<file path="src/rtl/div_ctrl.sv">
// Control wrapper around an external unsigned divider: handles signed operand
// folding, RISC-V divide-by-zero and overflow cases, result fix-up and flush/drain.
module div_ctrl #(
  parameter int DRAIN_CYCLES = 40
) (
  input  logic        clk,
  input  logic        rst_n,
  input  logic        req_valid,
  output logic        req_ready,
  input  logic [1:0]  req_op,
  input  logic [31:0] req_rs1,
  input  logic [31:0] req_rs2,
  input  logic [4:0]  req_tag,
  input  logic        flush,
  output logic        resp_valid,
  input  logic        resp_ready,
  output logic [31:0] resp_data,
  output logic [4:0]  resp_tag,
  output logic [31:0] div_a,
  output logic [31:0] div_b,
  output logic        div_enabled,
  input  logic [31:0] div_c,
  input  logic        div_completed
);

  localparam logic [2:0] S_IDLE  = 3'd0;
  localparam logic [2:0] S_ISSUE = 3'd1;
  localparam logic [2:0] S_FIX   = 3'd2;
  localparam logic [2:0] S_RESP  = 3'd3;
  localparam logic [2:0] S_DRAIN = 3'd4;

  localparam int               CNT_W      = (DRAIN_CYCLES < 2) ? 1 : $clog2(DRAIN_CYCLES + 1);
  localparam logic [CNT_W-1:0] DRAIN_LOAD = CNT_W'(DRAIN_CYCLES);
  localparam logic [CNT_W-1:0] CNT_ONE    = CNT_W'(1);

  logic [2:0]       state_q,     state_d;
  logic             is_rem_q,    is_rem_d;
  logic [4:0]       tag_q,       tag_d;
  logic [31:0]      div_a_q,     div_a_d;
  logic [31:0]      div_b_q,     div_b_d;
  logic             neg_quo_q,   neg_quo_d;
  logic             neg_rem_q,   neg_rem_d;
  logic [31:0]      quot_q,      quot_d;
  logic [31:0]      resp_data_q, resp_data_d;
  logic [CNT_W-1:0] drain_cnt_q, drain_cnt_d;
  logic             div_en_q,    div_en_d;

  logic        accept;
  logic        req_signed;
  logic        req_is_rem;
  logic        rs1_neg;
  logic        rs2_neg;
  logic [31:0] abs_rs1;
  logic [31:0] abs_rs2;
  logic        div_by_zero;
  logic        overflow;
  logic [31:0] special_data;
  logic [31:0] quot_fix;
  logic [31:0] prod;
  logic [31:0] rem_raw;
  logic [31:0] rem_fix;

  assign req_ready = (state_q == S_IDLE) && rst_n;
  assign accept    = req_valid && req_ready;

  // Operand decode: op[0] selects unsigned, op[1] selects remainder.
  assign req_signed   = ~req_op[0];
  assign req_is_rem   = req_op[1];
  assign rs1_neg      = req_signed & req_rs1[31];
  assign rs2_neg      = req_signed & req_rs2[31];
  assign abs_rs1      = rs1_neg ? (32'd0 - req_rs1) : req_rs1;
  assign abs_rs2      = rs2_neg ? (32'd0 - req_rs2) : req_rs2;
  assign div_by_zero  = (req_rs2 == 32'd0);
  assign overflow     = req_signed && (req_rs1 == 32'h8000_0000) && (req_rs2 == 32'hFFFF_FFFF);
  assign special_data = div_by_zero ? (req_is_rem ? req_rs1 : 32'hFFFF_FFFF)
                                    : (req_is_rem ? 32'd0   : 32'h8000_0000);

  // Remainder is rebuilt from the unsigned quotient so the divider need only return one value.
  assign quot_fix = neg_quo_q ? (32'd0 - quot_q) : quot_q;
  assign prod     = quot_q * div_b_q;
  assign rem_raw  = div_a_q - prod;
  assign rem_fix  = neg_rem_q ? (32'd0 - rem_raw) : rem_raw;

  // NOTE: every signal assigned in this block gets a default first, so no path can infer a latch.
  always_comb begin
    state_d     = state_q;
    is_rem_d    = is_rem_q;
    tag_d       = tag_q;
    div_a_d     = div_a_q;
    div_b_d     = div_b_q;
    neg_quo_d   = neg_quo_q;
    neg_rem_d   = neg_rem_q;
    quot_d      = quot_q;
    resp_data_d = resp_data_q;
    drain_cnt_d = drain_cnt_q;

    case (state_q)
      S_IDLE: begin
        if (accept) begin
          is_rem_d  = req_is_rem;
          tag_d     = req_tag;
          div_a_d   = abs_rs1;
          div_b_d   = abs_rs2;
          neg_quo_d = rs1_neg ^ rs2_neg;
          neg_rem_d = rs1_neg;
          if (div_by_zero || overflow) begin
            resp_data_d = special_data;
            state_d     = S_RESP;
          end else begin
            state_d = S_ISSUE;
          end
        end
      end
      S_ISSUE: begin
        if (flush) begin
          drain_cnt_d = DRAIN_LOAD;
          state_d     = S_DRAIN;
        end else if (div_completed) begin
          quot_d  = div_c;
          state_d = S_FIX;
        end
      end
      S_FIX: begin
        if (flush) begin
          state_d = S_IDLE;
        end else begin
          resp_data_d = is_rem_q ? rem_fix : quot_fix;
          state_d     = S_RESP;
        end
      end
      S_RESP: begin
        if (flush || resp_ready) state_d = S_IDLE;
      end
      S_DRAIN: begin
        // Leave when the count would reach zero, so DRAIN lasts exactly DRAIN_CYCLES cycles.
        if (drain_cnt_q <= CNT_ONE) begin
          drain_cnt_d = '0;
          state_d     = S_IDLE;
        end else begin
          drain_cnt_d = drain_cnt_q - CNT_ONE;
        end
      end
      default: state_d = S_IDLE;
    endcase

    div_en_d = (state_d == S_ISSUE);
  end

  // NOTE: sequential state uses non-blocking assignments only; every flop is reset, there is no memory array.
  always_ff @(posedge clk or negedge rst_n) begin
    if (!rst_n) begin
      state_q     <= S_IDLE;
      is_rem_q    <= 1'b0;
      tag_q       <= '0;
      div_a_q     <= '0;
      div_b_q     <= '0;
      neg_quo_q   <= 1'b0;
      neg_rem_q   <= 1'b0;
      quot_q      <= '0;
      resp_data_q <= '0;
      drain_cnt_q <= '0;
      div_en_q    <= 1'b0;
    end else begin
      state_q     <= state_d;
      is_rem_q    <= is_rem_d;
      tag_q       <= tag_d;
      div_a_q     <= div_a_d;
      div_b_q     <= div_b_d;
      neg_quo_q   <= neg_quo_d;
      neg_rem_q   <= neg_rem_d;
      quot_q      <= quot_d;
      resp_data_q <= resp_data_d;
      drain_cnt_q <= drain_cnt_d;
      div_en_q    <= div_en_d;
    end
  end

  assign resp_valid  = (state_q == S_RESP);
  assign resp_data   = resp_data_q;
  assign resp_tag    = tag_q;
  assign div_a       = div_a_q;
  assign div_b       = div_b_q;
  assign div_enabled = div_en_q;

endmodule

</file>
<file path="config.mk">
export PLATFORM = sky130hd
export DESIGN_NAME = div_ctrl
export DESIGN_NICKNAME = d
export VERILOG_FILES = /design/src/rtl/div_ctrl.sv
export SDC_FILE = /design/constraint.sdc
export NUM_CORES = 2
export LEC_CHECK = 0
export CAP_MARGIN = 20
export CORE_MARGIN = 2
export CORE_UTILIZATION = 25
export CTS_CLUSTER_SIZE = 30
export DETAILED_ROUTE_END_ITERATION = 6
export MAX_ROUTING_LAYER = met4
export SYNTH_ARGS = -nofsm -noshare
export SYNTH_HDL_FRONTEND = slang
export SYNTH_SLANG_ARGS = --single-unit
</file>
<file path="constraint.sdc">
create_clock -name clk -period 25 [get_ports clk]
set_clock_uncertainty 0.05 [all_clocks]
set_input_delay 3.75 -clock clk [delete_from_list [all_inputs] [get_ports clk]]
set_output_delay 3.75 -clock clk [all_outputs]
set_load 0.02 [all_outputs]
</file>
==> reports/results.tsv <==
stage	metric	value	unit
outcome	outcome	finished, final reports clean	
yosys	number of distinct library cells after synthesis	66	
floorplan	core area	103000	µm²
sta	final period utilization	36.6	%
yosys	Post-synth top flop	dfrtp_1	
global_routing	vias in the first global route	22193	
global_routing	global-route wire length before repair	133	mm
placement	# port buffers	212	
yosys	#FFs+latches synth	146	
yosys	syn_area_per_cell	8.64	µm²
yosys	Cell Area, Synth	26100	µm²
sta	fmax	109	MHz
final_layout	register area	3650	µm²
critical_path	WP data required	21200	ps
yosys	async set-reset flop share out of synthesis	100	%
sta	worst slew pin tran	1060	ps
clock_tree	number of CTS-inserted buffers	17	
placement	Final HPWL DP	67.1	mm
drt	via count	20865	
yosys	top post-synthesis cells by area	fa_1, dfrtp_1, inv_1	
drt	WL final	84.8	mm
sta	Final min period	9160	ps
sta	worst rel slew slack	29.2	%
global_routing	largest net degree at the start of global routing	73	
clock_tree	Post-CTS Hold Fix Bufs	0	
critical_path	largest fanout on the critical path	36	
hold_path	Tightest Hold Check Type	flip-flop to flip-flop	
clock_tree	Clk Latency, worst-skew pair	460	ps
critical_path	CP Class	primary input to output pin	
drt	drt wl/cell	18.7	µm
yosys	cell with the most instances after synthesis	inv_1	
clock_tree	PostCTS Resize Cnt	0	
final_layout	share of layout cells above drive strength 1	4.30	%
drt	Residual DRC	0	
drt	1st-iter DRT viols	1656	
yosys	Yosys top cell area share	34.0	%
clock_tree	TritonCTS clock tree	yes	
global_routing	initial antenna violation count	6	
critical_path	critical path data arrival time	5360	ps
placement	gpl congestion	0.911	
final_layout	Multi-input gate area	19800	µm²
yosys	Synthesized Nets	3725	
yosys	Syn Inst Count	3020	
final_layout	P&R area growth vs syn	16.3	%
sta	Slew Viols, Final	0	
floorplan	I/O pin count	213	
floorplan	Die Wd	327	µm
yosys	Post-synth top cells	inv_1, nand2_1, fa_1	
drt	antenna violation net count after detailed routing	0	
critical_path	Setup crit start kind	primary input	
final_layout	Finished Cell Area	30400	µm²
yosys	Synth Warn #	0	
placement	Post-Place Worst Slack	15810	ps
global_routing	GRT Overall Usage	16.7	%
drt	vias per std cell	4.61	
clock_tree	Max clock buf depth	2	
final_layout	Final #Nets	3834	
job	Max-cap violations	0	
clock_tree	CTS clk-pin slew, worst paths	60	ps
floorplan	DIE AREA	107000	µm²
critical_path	Crit. End Element	output pin	
clock_tree	CTS root buf	clkbuf_16	
sta	setup_tns	0	ps
clock_tree	number of setup buffers added after CTS	0	
yosys	post-synthesis sequential area ratio	14.0	%
floorplan	Vert. Die Dim	327	µm
sta	post-route worst setup slack	15840	ps
final_layout	fill cell count	11016	
yosys	Post-synth EDFFs	0	
placement	Area after DPL	29700	µm²
sta	# setup viols final	0	
yosys	Synth area leader	fa_1	
sta	RSZ-0062 raised after global routing	false	
clock_tree	htree depth	4	
sta	Hold Violations, Final	0	
clock_tree	CTS Sinks	146	
floorplan	starting density of the core	25.2	%
drt	first-pass detailed-route iteration total	5	
floorplan	FP Rows	118	
global_routing	total grt overflow	0	
[worst paths after layout]
check	startpoint	cells past startpoint	end	slack [ps]
worst max-delay path	rst_n	3	req_ready	15840
worst min-delay path	resp_data[5]	2	resp_data[5]	430
worst max register to register	quot_q[4]	26	resp_data[30]	15930
worst min register to register	resp_data[5]	2	resp_data[5]	430
max in group asynchronous	rst_n	3	div_a[9]	19910
min in group asynchronous	rst_n	1	quot_q[23]	3130
[critical path, stage by stage]
cell and delay [ps]:
buf_6 290, nor4b_1 570, clkdlybuf4s50_1 720
[sequential cells by signal (all words and copies together) (netlist names)]
| register | flops |
|---|---|
| resp_data | 32 |
| div_enabled | 1 |
| resp_tag | 5 |
| div_b | 32 |
| neg_rem_q | 1 |
| drain_cnt_q | 6 |
| quot_q | 32 |
| neg_quo_q | 1 |
| state_q | 3 |
| is_rem_q | 1 |
| div_a | 32 |
[cell usage in the layout, fill, tap and decap left out, drive strengths merged, types with 50 or more instances in the layout]
| master | count |
|---|---|
| inv | 556 |
| nand2 | 490 |
| fa | 443 |
| clkdlybuf4s50 | 211 |
| and2 | 207 |
| o21ai | 164 |
| ha | 153 |
| dfrtp | 146 |
| xnor2 | 135 |
| a21oi | 83 |
| nor2 | 78 |
| xor2 | 66 |
| buf | 50 |
[logic make-up after synthesis]
| group | count (synthesis) | synth area share (%) |
|---|---|---|
| AOI/OAI and AO/OA | 378 | 8.74 |
| xor gates and xnor gates | 201 | 6.74 |
| adders and majority gates | 596 | 41.3 |
| buffers and inverters | 721 | 10.4 |
| DFF | 146 | 14.0 |
| muxes | 41 | 1.75 |
| and+or+nand+nor | 937 | 17.1 |
[final cells by class]
type	instances	area share, %
diodes	5	0.0412
clock buffers	19	1.46
clock inverters	13	0.569
inverters	550	6.80
multi-input cells	2153	65.1
flip-flops and latches	146	12.0
well taps	1380	5.69
repair buffers	261	8.36
[metrics by stage]
step / instances / hold slack (ps) / utilization, %
after floorplan: 3020 / 405 / -
after global placement: 4487 / 416 / 28.7
after detailed placement: 4489 / 420 / 28.7
after CTS: 4521 / 434 / 29.3
after global routing: 4526 / 459 / 29.3
final: 4527 / 426 / 29.3
[routing by layer]
| layer | vias to the layer above | track usage (%) | share of wire, % |
|---|---|---|---|
| met2 | 679 | 26.7 | 47 |
| met3 | 133 | 2.12 | 5.2 |
| met4 | 0 | 6.73 | 4.1 |
| met1 | 10535 | 21.3 | 44 |
| li1 | 9518 | - | - |
| met5 | - | - | 0 |
Power is left out: the tool's default activity adds up to more than one toggle a clock period on the data nets, which glitch-free logic cannot reach.
